--- src/rtl/sdram_arb_pkg.sv ---
// Shared types and defaults for the two-port 68K SDRAM arbiter.
package sdram_arb_pkg;

  typedef enum logic [1:0] {
    S_IDLE   = 2'd0,
    S_ACCESS = 2'd1,
    S_GAP    = 2'd2
  } state_e;

  localparam logic PORT_CPU = 1'b0;
  localparam logic PORT_VID = 1'b1;

  localparam int DEF_ACCESS_CLKS = 20;
  localparam int DEF_GAP_CLKS    = 2;

endpackage

--- src/rtl/sdram_arb_timer.sv ---
// Loadable down-counter with zero flag; times both the ACCESS and GAP phases.
module sdram_arb_timer #(
  parameter int CNT_W = 5
) (
  input  logic             clk_i,
  input  logic             rst_i,
  input  logic             load_i,
  input  logic [CNT_W-1:0] load_val_i,
  output logic             zero_o
);

  logic [CNT_W-1:0] cnt_q, cnt_d;

  always_comb begin
    cnt_d = cnt_q;
    if (load_i)
      cnt_d = load_val_i;
    else if (cnt_q != '0)
      cnt_d = cnt_q - 1'b1;
  end

  always_ff @(posedge clk_i) begin
    if (rst_i) cnt_q <= '0;
    else       cnt_q <= cnt_d;
  end

  assign zero_o = (cnt_q == '0);

endmodule

--- src/rtl/sdram_arbiter_68k.sv ---
// Arbitrates the CPU bus and a video line fetcher onto one 68K-style SDRAM controller
// port, timing each access with fixed counters since the controller gives no ack.
module sdram_arbiter_68k
  import sdram_arb_pkg::*;
#(
  parameter int ACCESS_CLKS = DEF_ACCESS_CLKS,
  parameter int GAP_CLKS    = DEF_GAP_CLKS
) (
  input  logic        clk125_mhz,
  input  logic        rst,
  input  logic        cpu_asn,
  input  logic        cpu_udsn,
  input  logic        cpu_ldsn,
  input  logic        cpu_rw,
  input  logic [23:0] cpu_addr,
  input  logic [15:0] cpu_din,
  output logic [15:0] cpu_dout,
  output logic        cpu_dtackn,
  input  logic        vid_req,
  input  logic [23:0] vid_addr,
  output logic        vid_ack,
  output logic [15:0] vid_data,
  output logic        sd_asn,
  output logic        sd_udsn,
  output logic        sd_ldsn,
  output logic        sd_rw,
  output logic [23:0] sd_addr,
  output logic [15:0] sd_din,
  input  logic [15:0] sd_dout
);

  localparam int CNT_MAX = (ACCESS_CLKS > GAP_CLKS) ? ACCESS_CLKS : GAP_CLKS;
  localparam int CNT_W   = ($clog2(CNT_MAX) < 1) ? 1 : $clog2(CNT_MAX);
  localparam logic [CNT_W-1:0] ACC_LOAD = CNT_W'(ACCESS_CLKS - 1);
  localparam logic [CNT_W-1:0] GAP_LOAD = CNT_W'(GAP_CLKS - 1);

  state_e state_q, state_d;

  logic        asn_r_q, udsn_r_q, ldsn_r_q, vreq_r_q;
  logic        rw_r_q;
  logic [23:0] caddr_r_q, vaddr_r_q;
  logic [15:0] cdin_r_q;

  logic        last_grant_q, owner_q, cpu_served_q, abort_q;
  logic        sd_asn_q, sd_udsn_q, sd_ldsn_q, sd_rw_q;
  logic [23:0] sd_addr_q;
  logic [15:0] sd_din_q, cpu_dout_q, vid_data_q;
  logic        cpu_dtackn_q, vid_ack_q;

  logic             cpu_pend, vid_pend, grant, grant_port, abort_now;
  logic             tmr_load, tmr_zero;
  logic [CNT_W-1:0] tmr_val;

  // The 68K bus and the video logic are not timed to this clock; register them once.
  always_ff @(posedge clk125_mhz) begin
    if (rst) begin
      asn_r_q  <= 1'b1;
      udsn_r_q <= 1'b1;
      ldsn_r_q <= 1'b1;
      vreq_r_q <= 1'b0;
    end else begin
      asn_r_q  <= cpu_asn;
      udsn_r_q <= cpu_udsn;
      ldsn_r_q <= cpu_ldsn;
      vreq_r_q <= vid_req;
    end
  end

  always_ff @(posedge clk125_mhz) begin
    rw_r_q    <= cpu_rw;
    caddr_r_q <= cpu_addr;
    cdin_r_q  <= cpu_din;
    vaddr_r_q <= vid_addr;
  end

  assign cpu_pend  = !asn_r_q && !(udsn_r_q && ldsn_r_q) && !cpu_served_q;
  assign vid_pend  = vreq_r_q;
  assign abort_now = (owner_q == PORT_CPU) ? asn_r_q : !vreq_r_q;

  always_ff @(posedge clk125_mhz) begin
    if (rst) state_q <= S_IDLE;
    else     state_q <= state_d;
  end

  always_comb begin
    state_d    = state_q;
    grant      = 1'b0;
    grant_port = PORT_CPU;
    tmr_load   = 1'b0;
    tmr_val    = '0;
    case (state_q)
      S_IDLE: begin
        if (cpu_pend || vid_pend) begin
          grant = 1'b1;
          if (cpu_pend && vid_pend) grant_port = ~last_grant_q;
          else                      grant_port = vid_pend ? PORT_VID : PORT_CPU;
          tmr_load = 1'b1;
          tmr_val  = ACC_LOAD;
          state_d  = S_ACCESS;
        end
      end
      S_ACCESS: begin
        if (tmr_zero) begin
          tmr_load = 1'b1;
          tmr_val  = GAP_LOAD;
          state_d  = S_GAP;
        end
      end
      S_GAP: begin
        if (tmr_zero) state_d = S_IDLE;
      end
      default: state_d = S_IDLE;
    endcase
  end

  sdram_arb_timer #(.CNT_W(CNT_W)) u_timer (
    .clk_i      (clk125_mhz),
    .rst_i      (rst),
    .load_i     (tmr_load),
    .load_val_i (tmr_val),
    .zero_o     (tmr_zero)
  );

  always_ff @(posedge clk125_mhz) begin
    if (rst) begin
      last_grant_q <= PORT_CPU;
      owner_q      <= PORT_CPU;
      cpu_served_q <= 1'b0;
      abort_q      <= 1'b0;
      sd_asn_q     <= 1'b1;
      sd_udsn_q    <= 1'b1;
      sd_ldsn_q    <= 1'b1;
      sd_rw_q      <= 1'b1;
      sd_addr_q    <= '0;
      sd_din_q     <= '0;
      cpu_dout_q   <= '0;
      cpu_dtackn_q <= 1'b1;
      vid_ack_q    <= 1'b0;
      vid_data_q   <= '0;
    end else begin
      vid_ack_q <= 1'b0;
      if (asn_r_q) begin
        cpu_served_q <= 1'b0;
        cpu_dtackn_q <= 1'b1;
      end
      if (grant) begin
        owner_q      <= grant_port;
        last_grant_q <= grant_port;
        abort_q      <= 1'b0;
        sd_asn_q     <= 1'b0;
        if (grant_port == PORT_VID) begin
          sd_udsn_q <= 1'b0;
          sd_ldsn_q <= 1'b0;
          sd_rw_q   <= 1'b1;
          sd_addr_q <= vaddr_r_q;
          sd_din_q  <= '0;
        end else begin
          sd_udsn_q <= udsn_r_q;
          sd_ldsn_q <= ldsn_r_q;
          sd_rw_q   <= rw_r_q;
          sd_addr_q <= caddr_r_q;
          sd_din_q  <= rw_r_q ? 16'h0000 : cdin_r_q;
        end
      end
      // A requester that withdraws mid-access still lets the SDRAM cycle finish,
      // but gets neither data nor acknowledge.
      if (state_q == S_ACCESS) begin
        if (abort_now) abort_q <= 1'b1;
        if (tmr_zero) begin
          sd_asn_q  <= 1'b1;
          sd_udsn_q <= 1'b1;
          sd_ldsn_q <= 1'b1;
          sd_rw_q   <= 1'b1;
          sd_din_q  <= '0;
          if (!(abort_q || abort_now)) begin
            if (owner_q == PORT_CPU) begin
              cpu_dtackn_q <= 1'b0;
              cpu_served_q <= 1'b1;
              if (sd_rw_q) cpu_dout_q <= sd_dout;
            end else begin
              vid_ack_q  <= 1'b1;
              vid_data_q <= sd_dout;
            end
          end
        end
      end
    end
  end

  assign sd_asn     = sd_asn_q;
  assign sd_udsn    = sd_udsn_q;
  assign sd_ldsn    = sd_ldsn_q;
  assign sd_rw      = sd_rw_q;
  assign sd_addr    = sd_addr_q;
  assign sd_din     = sd_din_q;
  assign cpu_dout   = cpu_dout_q;
  assign cpu_dtackn = cpu_dtackn_q;
  assign vid_ack    = vid_ack_q;
  assign vid_data   = vid_data_q;

endmodule

--- config.mk ---
export PLATFORM = sky130hd
export DESIGN_NAME = sdram_arbiter_68k
export DESIGN_NICKNAME = d
export VERILOG_FILES = /design/src/rtl/sdram_arb_pkg.sv /design/src/rtl/sdram_arb_timer.sv /design/src/rtl/sdram_arbiter_68k.sv
export SDC_FILE = /design/constraint.sdc
export NUM_CORES = 1
export LEC_CHECK = 0
export ABC_CLOCK_PERIOD_IN_PS = 3300
export CORE_AREA = 8 8 115 117
export DETAILED_ROUTE_END_ITERATION = 7
export DIE_AREA = 0 0 123 125
export PLACE_DENSITY = 0.79
export REMOVE_ABC_BUFFERS = 1
export SLEW_MARGIN = 10
export SYNTH_ARGS = -nofsm -noshare
export SYNTH_HDL_FRONTEND = slang
export SYNTH_HIERARCHICAL = 1
export SYNTH_SLANG_ARGS = --single-unit
--- constraint.sdc ---
create_clock -name clk125_mhz -period 3.3 [get_ports clk125_mhz]
set_clock_uncertainty 0.2 [all_clocks]
set_input_delay 0.66 -clock clk125_mhz [delete_from_list [all_inputs] [get_ports clk125_mhz]]
set_output_delay 0.66 -clock clk125_mhz [all_outputs]
set_load 0.01 [all_outputs]
# Word-level counts from Yosys, hierarchy flattened
# Cells that the tools add are included.
[op_classes]
n_addsub = 1
n_mux = 53
n_reduce_logical = 18
bitwise = 4
eq_ne = 5
[op_table]
columns = ["op", "count"]
rows = [
  ["16-bit two-way mux", 5],
  ["1-bit two-way mux", 38],
  ["24-bit two-way mux", 1],
  ["5-bit two-way mux", 3],
  ["5-bit case mux with 2 select lines", 1],
  ["2-bit two-way mux", 3],
  ["2-bit != test (second input constant)", 3],
  ["2-bit case mux with 3 select lines", 1],
  ["5-bit logical NOT", 1],
  ["5-bit AND reduction", 1],
  ["5-bit nonzero test", 1],
  ["5-bit by 1-bit subtractor with 5-bit output (second input constant)", 1],
  ["1-bit logical AND", 4],
  ["1-bit logical NOT", 4],
  ["1-bit NOT", 4],
  ["4-bit AND reduction", 1],
  ["4-bit OR reduction", 1],
  ["3-bit AND reduction", 1],
  ["2-bit by 1-bit equality test with 1-bit output (second input constant)", 1],
  ["2-bit equality test (second input constant)", 1],
  ["2-bit logical NOT", 1],
  ["1-bit logical OR", 2],
  ["1-bit case mux with 2 select lines", 1],
  ["2-bit nonzero test", 1],
]
[word_totals]
out_inout_bits = 78
word_cells = 104
regBits = 157
in_bits = 87

# Longest topological paths before layout
# Gate-level depths: netlist of the first run.
[logic_depth]
word_depth = 12
depth_mapped = 9
mapped_depth_nobuf = 8

# Hierarchy
# Netlist of the first run, hierarchy kept.
[by_module_without_submodules]
columns = ["module", "n_inst", "area_per_inst_um2", "cells_per_inst", "seq_area_each_um2"]
rows = [
  ["sdram_arbiter_68k", 1, 4860.9, 481, 3042.9],
  ["sdram_arb_timer", 1, 287.8, 32, 100.1],
]

# Worst setup path before layout of the first run
# No wires, ideal clock.
[synth_timing]
kind = "register to register"
from = "register u_timer.cnt_q[0]"
to = "register u_timer.cnt_q[1]"
arrival_time_ps = 2066
path_buffers = 0
setup_time_ps = 122
path_stages_with_launch = 9
slack_ps = 912
synth_period_minus_slack_ps = 2388
cell_sequence = "dfxtp_1 -> inv_1 -> ha_1 -> nor4b_4 -> inv_1 -> a21oi_1 -> inv_1 -> and4_2 -> a311o_1"
[synth_between]
elab_chain_len = 4
elab_cells_between_ends = 8
classes_between = "1 x add/sub; 4 x mux; 3 x reduce/logical"
[synth_lines]
columns = ["item", "line", "rtl"]
rows = [
  ["start: declaration", "sdram_arb_timer.sv:12", "logic [CNT_W-1:0] cnt_q, cnt_d;"],
  ["start signal: assignment", "sdram_arb_timer.sv:24", "else cnt_q <= cnt_d;"],
  ["5-bit logical NOT (*)", "sdram_arb_timer.sv:27", "assign zero_o = (cnt_q == '0);"],
  ["net tmr_zero", "sdram_arbiter_68k.sv:51", "logic tmr_load, tmr_zero;"],
  ["1-bit two-way mux (*)", "sdram_arbiter_68k.sv:103", "if (tmr_zero) begin"],
  ["1-bit case mux with 2 select lines (*)", "sdram_arbiter_68k.sv:91", "case (state_q)"],
  ["net tmr_load", "sdram_arbiter_68k.sv:51", ""],
  ["5-bit two-way mux or 2-bit nonzero test (tied branches)", "n/a", ""],
]
# Mark *: on every way through the listed nets, which the timed path passes. The rest lies on a longest branch. The select of a mux whose other input is x is not followed.
# A chain may end at the register's enable or synchronous reset.

# Final worst setup path of the first run
# Same ends and word-level chain as after synthesis.

==> impl_results.md, run 1 <==
- Status: finished clean
- # H-tree levels: 4
- Post-synthesis cell type count: 50
- Seq cells post-synth: 157
- Mapped Cells: 513
- Gr ovfl total: 0
- Wire length per cell: ~16 um
- Placement Cell Area: 6820 um2
- Initial antenna violation count: 0
- Synthesis Warnings: 6
- Final hold violation count: 0
- Critical Path AT: ~2.9 ns
- Worst Path Required: approximately 3.4 ns
- CP Max Fanout: 11
- Antenna Cells: 0
- Setup bufs post-CTS: 0
- I/O Buffers: around 160
- Setup_tns: 0 ns
- Final setup fails: 0
- Slew Limit Fails: 0
- Top_reg_cell synth: dfxtp_1
- Hold buffers post-CTS: 0
- Post-synthesis sequential area ratio: 61.0%
- Hold/Removal Path Class: flop to flop
- Design area: between 7000 and 8000 um2
- Max_slew headroom: 31.2%
- Share of layout cells above drive strength 1: between 10% and 20%
- # DRC: 0
- Reg clk slew, reported paths: 0.06 ns
- Post-synth EDFFs: 0
- FF/Latch Area: 3140 um2
- DRT Wirelength: 13.7 mm
- Largest net degree at the start of global routing: 44
- Detailed Place HPWL: 9.54 mm
- Core area: 11600 um2
- Die X: about 120 um
- Clock buffer count from CTS: 17
- Initial core utilization: 44.3%
- Async set-reset flop share out of synthesis: 0%
- Max Buffers Root-to-Sink: 2
- DR pass1 iterations: 4
- Clock Latency Late Sink: 0.41 ns
- # fillers: 912
- Max-Cap Viols: 0
- DIE HEIGHT: 125 um
- Fin crit period: 2.78 ns
- Critical Path Sink Type: flop
- Via count: 4347
- Crit start category: flop
- Crit path kind: flop to flop
- Pwr dens: 689 nW/um2
- Post_cts resized: 0
- Final nets: 757
- Top Ports: approximately 170
- Fin crit share: a little over four fifths
- Initial drt markers: 278
- Vias/cell: ~5.2
- Mapped Area: 5150 um2
- Synth-to-layout area growth: 45.1%
- Max Fclk: approximately 0.36 GHz
- CTS tree: done
- Antenna Nets Post-Route: 0
- Leak: 2.71 nW
- RSZ-0062 raised after global routing: false
- Std cell rows: 40
- Multi-input gate area: between 1500 and 2000 um2
- Global router's overall resource usage: ~17%
- Vias in the first global route: 4477
- Synthesized area per cell: 10.0 um2
- Root buf cell: clkbuf_16
- First-pass GRT wire length: roughly 21 mm
- Max VDD drop: between 0.3 and 0.4 mV
- Worst-margin pin slew: 1.03 ns
- Die area: 15400 um2
- CTS sink cnt: 157
- Placer Congestion: just over 0.8
## state kept, by name, indices dropped and copies added (netlist names)
signal / cells
sd_ldsn: 1
sd_addr: 24
asn_r_q: 1
abort_q: 1
sd_asn: 1
udsn_r_q: 1
cpu_served_q: 1
state_q: 2
cdin_r_q: 16
sd_udsn: 1
vid_data: 16
sd_din: 16
cpu_dtackn: 1
rw_r_q: 1
owner_q: 1
vid_ack: 1
vid_pend: 1
caddr_r_q: 24
cpu_dout: 16
u_timer/cnt_q: 5
ldsn_r_q: 1
sd_rw: 1
vaddr_r_q: 24
## cell type report
type                       count  area share, %
tap                          147           2.46
timing repair buffer         168           22.3
multi-input combinational    315           24.0
sequential                   157           42.1
inverter                      10          0.536
clock inverter                14           2.75
clock buffer                  18           5.88
## cell families (layout without fill, tap and decap cells)
| family | after synthesis | count (layout) | synth area share [%] |
|---|---|---|---|
| simple gates | 187 | 187 | 15.8 |
| buf+inv | 42 | 210 | 4.33 |
| compound gates | 124 | 124 | 18.3 |
| fa+ha+maj | 1 | 1 | 0.243 |
| flops | 157 | 157 | 61.0 |
| xor+xnor | 1 | 1 | 0.170 |
| other cells | 1 | 2 | 0.0728 |
## path summary, 6_finish.rpt
| kind | from | endpoint | slack (ns) | cells past startpoint |
|---|---|---|---|---|
| min | cdin_r_q[6] | sd_din[6] | 0.24 | 2 |
| max | u_timer/cnt_q[0] | u_timer/cnt_q[1] | 0.52 | 8 |
| min reg2reg | cdin_r_q[6] | sd_din[6] | 0.24 | 2 |
| max reg2reg | u_timer/cnt_q[0] | u_timer/cnt_q[1] | 0.52 | 8 |
## synthesized netlist by cell type (4+ instances only)
| cell type | instances | share of area (%) |
|---|---|---|
| dfxtp_1 | 157 | 61 |
| nand2_1 | 104 | 7.6 |
| a21oi_1 | 57 | 5.5 |
| nor2_1 | 52 | 3.8 |
| o22ai_1 | 24 | 2.9 |
| a2111oi_2 | 21 | 6.1 |
| clkbuf_1 | 12 | 0.87 |
| buf_2 | 9 | 0.87 |
| inv_1 | 9 | 0.66 |
| buf_6 | 5 | 1.1 |
| nand3_1 | 4 | 0.39 |
## per-stage QoR
step	std cells	utilization, %	total power [mW]	setup slack, ns	hold slack, ns
2_1_floorplan	482	-	2.65	0.912	0.217
3_3_place_gp	797	58.8	3.04	0.793	0.221
3_5_place_dp	797	58.8	3.08	0.557	0.226
4_1_cts	829	64.3	5.17	0.547	0.238
5_1_grt	829	64.3	5.34	0.339	0.255
6_report	829	64.3	5.14	0.524	0.238
## cells in the final DEF (no fill, tap or decap), types with 3 or more instances in the layout
| cell | n |
|---|---|
| inv_6 | 6 |
| a2111oi_2 | 21 |
| nor2_1 | 52 |
| nor3_1 | 3 |
| dfxtp_1 | 157 |
| nand3_1 | 4 |
| clkbuf_16 | 17 |
| a21oi_1 | 57 |
| nand4_1 | 3 |
| or2_2 | 3 |
| inv_1 | 9 |
| bufinv_16 | 4 |
| nand2_1 | 104 |
| clkdlybuf4s50_1 | 163 |
| a2111oi_0 | 3 |
| o22ai_1 | 24 |
| buf_4 | 4 |
| nand2b_1 | 3 |
## critical path, cell delays in order, from the launching register on
cell and delay (ns):
dfxtp_1 0.32, inv_1 0.08, ha_1 0.23, nor4b_4 0.50, inv_1 0.09, a21oi_1 0.49
inv_1 0.23, and4_2 0.26, a311o_1 0.26
## power breakdown
| group | switching [mW] | total (mW) | internal, mW |
|---|---|---|---|
| clock network | 0.795 | 2.10 | 1.31 |
| logic | 0.458 | 0.878 | 0.420 |
| registers | 0.113 | 2.16 | 2.05 |
## per-layer routing
metal / GRT usage, % / share of wire [%]
met1: 19.8 / 42
met2: 28.4 / 47
met3: 7.16 / 9.8
met4: 6.80 / 1.6
met5: 0 / 0
No activity file was read; power rests on OpenSTA's default activity.
==> inputs of run 2 (changes only) <==
--- a/config.mk
+++ b/config.mk
@@ -5,11 +5,11 @@
 export SDC_FILE = /design/constraint.sdc
 export NUM_CORES = 1
 export LEC_CHECK = 0
-export ABC_CLOCK_PERIOD_IN_PS = 3300
-export CORE_AREA = 8 8 115 117
+export ABC_CLOCK_PERIOD_IN_PS = 2500
+export CORE_AREA = 8 8 122 124
 export DETAILED_ROUTE_END_ITERATION = 7
-export DIE_AREA = 0 0 123 125
-export PLACE_DENSITY = 0.79
+export DIE_AREA = 0 0 130 132
+export PLACE_DENSITY = 0.73
 export REMOVE_ABC_BUFFERS = 1
 export SLEW_MARGIN = 10
 export SYNTH_ARGS = -nofsm -noshare
==> constraint.sdc (replaced) <==
create_clock -name clk125_mhz -period 2.5 [get_ports clk125_mhz]
set_clock_uncertainty 0.2 [all_clocks]
set_input_delay 0.5 -clock clk125_mhz [delete_from_list [all_inputs] [get_ports clk125_mhz]]
set_output_delay 0.5 -clock clk125_mhz [all_outputs]
set_load 0.01 [all_outputs]
==> run 2 against run 1 <==
Net effect:
- setup slack worse by 0.26 ns
- non-clock buffer count rose by 8
- total power is 26% higher
- final area increased by 0.32%
- hold slack got worse by 0.0022 ns
- global-route usage fell by 1.9 points
- critical endpoint unchanged
- highest routed layer unchanged
==> impl_results.md, run 2 (same netlist as run 1, synthesis figures left out) <==
- Detailed Place HPWL: 9.72 mm
- Vias in the first global route: between 4000 and 5000
- Share of layout cells above drive strength 1: 11.6%
- Initial antenna violation count: 0
- Commonest non-fill, non-tap cell in the layout: clkdlybuf4s50_1
- DIE HEIGHT: 132 um
- # fillers: ~1100
- # H-tree levels: 4
- Setup bufs post-CTS: 0
- Std cell rows: 42
- Setup_tns: 0 ns
- Final nets: 765
- Total power: 6.49 mW
- Status: finished clean
- Root buf cell: clkbuf_16
- DR pass1 iterations: 4
- Hold/Removal Path Class: flop to flop
- Die X: 130 um
- Worst Path Required: around 2.6 ns
- Post_cts resized: 0
- Largest net degree at the start of global routing: 46
- Most frequent cells in the layout: 163 x clkdlybuf4s50_1, 157 x dfxtp_1, 104 x nand2_1, 57 x a21oi_1, 52 x nor2_1
- Hold buffers post-CTS: 0
- Worst-margin pin slew: 0.543 ns
- RSZ-0062 raised after global routing: false
- CP Max Fanout: 7
- Fin crit share: 89.2%
- Wire length per cell: 15.5 um
- Leak: 2.71 nW
- Max VDD drop: 0.433 mV
- CTS sink cnt: between 150 and 200
- Fin crit period: 2.23 ns
- Antenna Nets Post-Route: 0
- Initial drt markers: roughly 200
- Slew Limit Fails: 0
- Max Fclk: 0.448 GHz
- Critical Path Sink Type: flop
- Gr ovfl total: 0
- # DRC: 0
- Global router's overall resource usage: 15.5%
- Initial core utilization: between 30% and 40%
- Design area: approximately 7500 um2
- Max_slew headroom: 63.7%
- Max Buffers Root-to-Sink: 2
- Placer Congestion: ~0.82
- Placement Cell Area: 6920 um2
- Via count: 4266
- I/O Buffers: 164
- CTS tree: done
- Final hold violation count: 0
- Reg clk slew, reported paths: about 0.07 ns
- Max-Cap Viols: 0
- Clock Latency Late Sink: 0.41 ns
- Vias/cell: roughly 4.9
- Core area: 13000 um2
- Crit start category: flop
- Crit path kind: flop to flop
- Top Ports: 165
- DRT Wirelength: 13.4 mm
- First-pass GRT wire length: 21.5 mm
- Synth-to-layout area growth: 45.5%
- Pwr dens: 866 nW/um2
- Final setup fails: 0
- Antenna Cells: 0
- Clock buffer count from CTS: 17
- Critical Path AT: between 2 and 2.5 ns
- Die area: 17200 um2
-- run 2: changes by cell type in the layout (fill, tap and decap cells not counted) --
cell / before / now
clkbuf_8: 1 / 0
clkinv_8: 0 / 1
clkinv_4: 1 / 0
clkinvlp_4: 1 / 3
buf_4: 4 / 12
inv_6: 6 / 4
inv_8: 1 / 6
bufinv_16: 4 / 0
-- run 2: worst max-delay path, cell delays in order, from the launching register on --
cell	delay (ns)
dfxtp_1	0.33
inv_1	0.08
ha_1	0.22
nor4b_4	0.39
inv_1	0.07
a21oi_1	0.19
inv_1	0.13
and4_2	0.23
a311o_1	0.27
-- run 2: area by class of cell --
cell class / instances / area (um2) / share of cell area, %
clock inverter: 15 / 146 / 1.95
tap: 176 / 220 / 2.94
inverter: 10 / 40.0 / 0.534
multi-input combinational: 315 / 1790 / 23.9
clock buffer: 17 / 425 / 5.68
timing repair buffer: 176 / 1730 / 23.0
sequential: 157 / 3140 / 42.0
-- run 2: per-stage QoR --
step	setup slack (ns)	cells	utilization, %	hold WS, ns
after floorplan	0.112	482	-	0.217
after global placement	0.425	834	53.3	0.221
after detailed placement	0.283	834	53.3	0.230
after CTS	0.266	866	57.7	0.239
after global routing	0.0693	866	57.7	0.251
final	0.269	866	57.7	0.236
-- run 2: final timing paths --
check	start	end	slack (ns)	cells after the start
worst max register to register	u_timer/cnt_q[0]	u_timer/cnt_q[1]	0.27	8
worst max-delay path	u_timer/cnt_q[0]	u_timer/cnt_q[1]	0.27	8
worst min register to register	cdin_r_q[8]	sd_din[8]	0.24	2
worst min-delay path	cdin_r_q[8]	sd_din[8]	0.24	2
-- run 2: routing by layer --
layer  vias to the layer above  global-route usage (%)  routed length, um
met5                         -                       0                  0
met4                         0                    4.71                146
met3                        14                    7.00               1390
met2                       179                    25.3               6320
met1                      1976                    17.8               5580
li1                       2097                       -                  -
-- run 2: power breakdown --
part / internal, mW / total, mW / switching (mW) / leakage, nW
Clock: 1.33 / 2.45 / 1.13 / 0.275
Sequential: 2.71 / 2.85 / 0.146 / 1.30
Combinational: 0.583 / 1.18 / 0.598 / 1.14
==> inputs of run 3 (changes only) <==
--- a/config.mk
+++ b/config.mk
@@ -6,9 +6,9 @@
 export NUM_CORES = 1
 export LEC_CHECK = 0
 export ABC_CLOCK_PERIOD_IN_PS = 2500
-export CORE_AREA = 8 8 122 124
+export CORE_AREA = 2 2 116 118
 export DETAILED_ROUTE_END_ITERATION = 7
-export DIE_AREA = 0 0 130 132
+export DIE_AREA = 0 0 118 120
 export PLACE_DENSITY = 0.73
 export REMOVE_ABC_BUFFERS = 1
 export SLEW_MARGIN = 10
==> run 3 against run 2 <==
Net effect:
- die area fell by 17%
- first-iteration DRC count increased by 86%
- wire length is 8.3% lower
- combinational power barely moved
- setup slack better by 0.0076 ns
- via count decreased by 0.30%
- utilization rose by 0.22 points
- clock power is 2% higher
- total power increased by 1.2%
- clock-buffer cell count increased by 5
- fmax increased by 0.34%
- global-route usage up 2.2 points
- critical endpoint is now vid_data[5]
- highest routed layer unchanged
==> impl_results.md, run 3 (same netlist as run 1, synthesis figures left out) <==
- Worst-margin pin slew: around 0.55 ns
- CP delay by family, top: simple AND/OR/NAND/NOR gates
- Detailed Place HPWL: 8.34 mm
- Initial drt markers: 369
- Final setup fails: 0
- Setup_tns: 0 ns
- Commonest non-fill, non-tap cell in the layout: clkdlybuf4s50_1
- First-pass GRT wire length: roughly 20 mm
- Initial antenna violation count: 0
- Die X: 118 um
- CTS tree: done
- Crit path kind: flop to flop
- Max Fclk: 0.450 GHz
- Std cell rows: 42
- # H-tree levels: 4
- Share of layout cells above drive strength 1: 11.3%
- Critical Path AT: around 2.4 ns
- Antenna Cells: 0
- Non-filler cells, final: approximately 870
- Antenna Nets Post-Route: 0
- Crit start category: flop
- I/O Buffers: 164
- CP Max Fanout: 16
- Clock buffer count from CTS: 17
- Synth-to-layout area growth: 46.1%
- Largest net degree at the start of global routing: 74
- Max_slew headroom: 63.0%
- Root buf cell: clkbuf_16
- Pwr dens: 873 nW/um2
- Final hold violation count: 0
- Die area: 14200 um2
- Core area: roughly 13000 um2
- Global router's overall resource usage: 17.7%
- Placer Congestion: 0.780
- Max Buffers Root-to-Sink: 2
- Dpl cells: 832
- RSZ-0062 raised after global routing: false
- Clock Latency Late Sink: 0.41 ns
- Final nets: 765
- Slew Limit Fails: 0
- Crit path max-delay cell type: nor4b_4
- Max VDD drop: 0.498 mV
- Fin crit period: 2.22 ns
- Gr ovfl total: 0
- Vias in the first global route: 4154
- Via count: between 4000 and 5000
- DIE HEIGHT: around 120 um
- Top Ports: 165
- Critical Path Sink Type: flop
- Status: finished clean
- Post_cts resized: 0
- Reg clk slew, reported paths: around 0.060 ns
- CP max stage delay: 0.37 ns
- Worst Path Required: between 2 and 3 ns
- Initial core utilization: 39.7%
- Hold buffers post-CTS: 0
- DR pass1 iterations: 4
- Vias/cell: 4.91
- Worst path cell trace: inv_1, ha_1, nor4b_4, and4bb_1, and3_1, buf_4, nand2_1, a21oi_1
- DRT Wirelength: 12.3 mm
- Wire length per cell: 14.2 um
- CTS sink cnt: 157
- # DRC: 0
- Max-Cap Viols: 0
- Fin crit share: 88.9%
- Worst Hold Margin: about 0.23 ns
- Buf+Inv Stages, Crit Path: 2
- Most frequent cells in the layout: 163 x clkdlybuf4s50_1, 157 x dfxtp_1, 104 x nand2_1, 57 x a21oi_1, 52 x nor2_1
- Hold/Removal Path Class: flop to flop
- Leak: 2.73 nW
[run 3: changes by cell type in the layout (fill, tap and decap cells not counted), sizes merged]
cell,delta
inv,-10
clkbuf,+5
clkinv,+5
bufinv,+2
clkinvlp,-2
[run 3: layout make-up]
cell class | count | area [um2]
clock buffers | 22 | 474
clock inverters | 10 | 114
fillers | 1077 | 5460
inverters | 10 | 40.0
multi-input cells | 315 | 1790
flip-flops and latches | 157 | 3140
well taps | 176 | 220
repair buffers | 176 | 1740
[run 3: path summary, 6_finish.rpt]
check                                      start     endpoint  slack, ns  cells after the start
worst max register to register  u_timer/cnt_q[0]  vid_data[5]       0.28                      8
worst min-delay path                cdin_r_q[10]   sd_din[10]       0.23                      2
worst max-delay path            u_timer/cnt_q[0]  vid_data[5]       0.28                      8
worst min register to register      cdin_r_q[10]   sd_din[10]       0.23                      2
[run 3: power breakdown]
group          switching (mW)  total (mW)  internal, mW
Clock                   0.962        2.51          1.55
Sequential              0.144        2.85          2.71
Combinational           0.608        1.20         0.596
Total                    1.71        6.56          4.85
[run 3: timing repair]
| action | CTS | global route |
|---|---|---|
| buffers inserted | 0 | 2 |
| setup endpoints to repair | 0 | 18 |
| endpoints found under the hold margin | 0 | 0 |
[run 3: layer usage]
layer  GRT usage, %  vias up  wire (um)
met5              0        -          0
met3           7.46       24        996
li1               -     2102          -
met1           20.9     1979       5330
met4           7.30        0        216
met2           28.5      148       5790
[run 3: tightest hold or removal path: cells and delay by family (launching register included)]
family	cells	cell delay [ns]
AOI/OAI and AO/OA	1	0.05
DFF	1	0.29
and+or+nand+nor	1	0.04
[run 3: metrics by stage]
stage / cell area [um2] / utilization [%] / total power, mW / setup slack, ns
after floorplan: 4970 / - / 3.50 / 0.112
after global placement: 6920 / 53.3 / 4.02 / 0.319
after detailed placement: 6920 / 53.3 / 4.07 / 0.161
after CTS: 7510 / 57.8 / 6.60 / 0.135
after global routing: 7520 / 57.9 / 6.86 / 0.0950
final: 7520 / 57.9 / 6.56 / 0.277
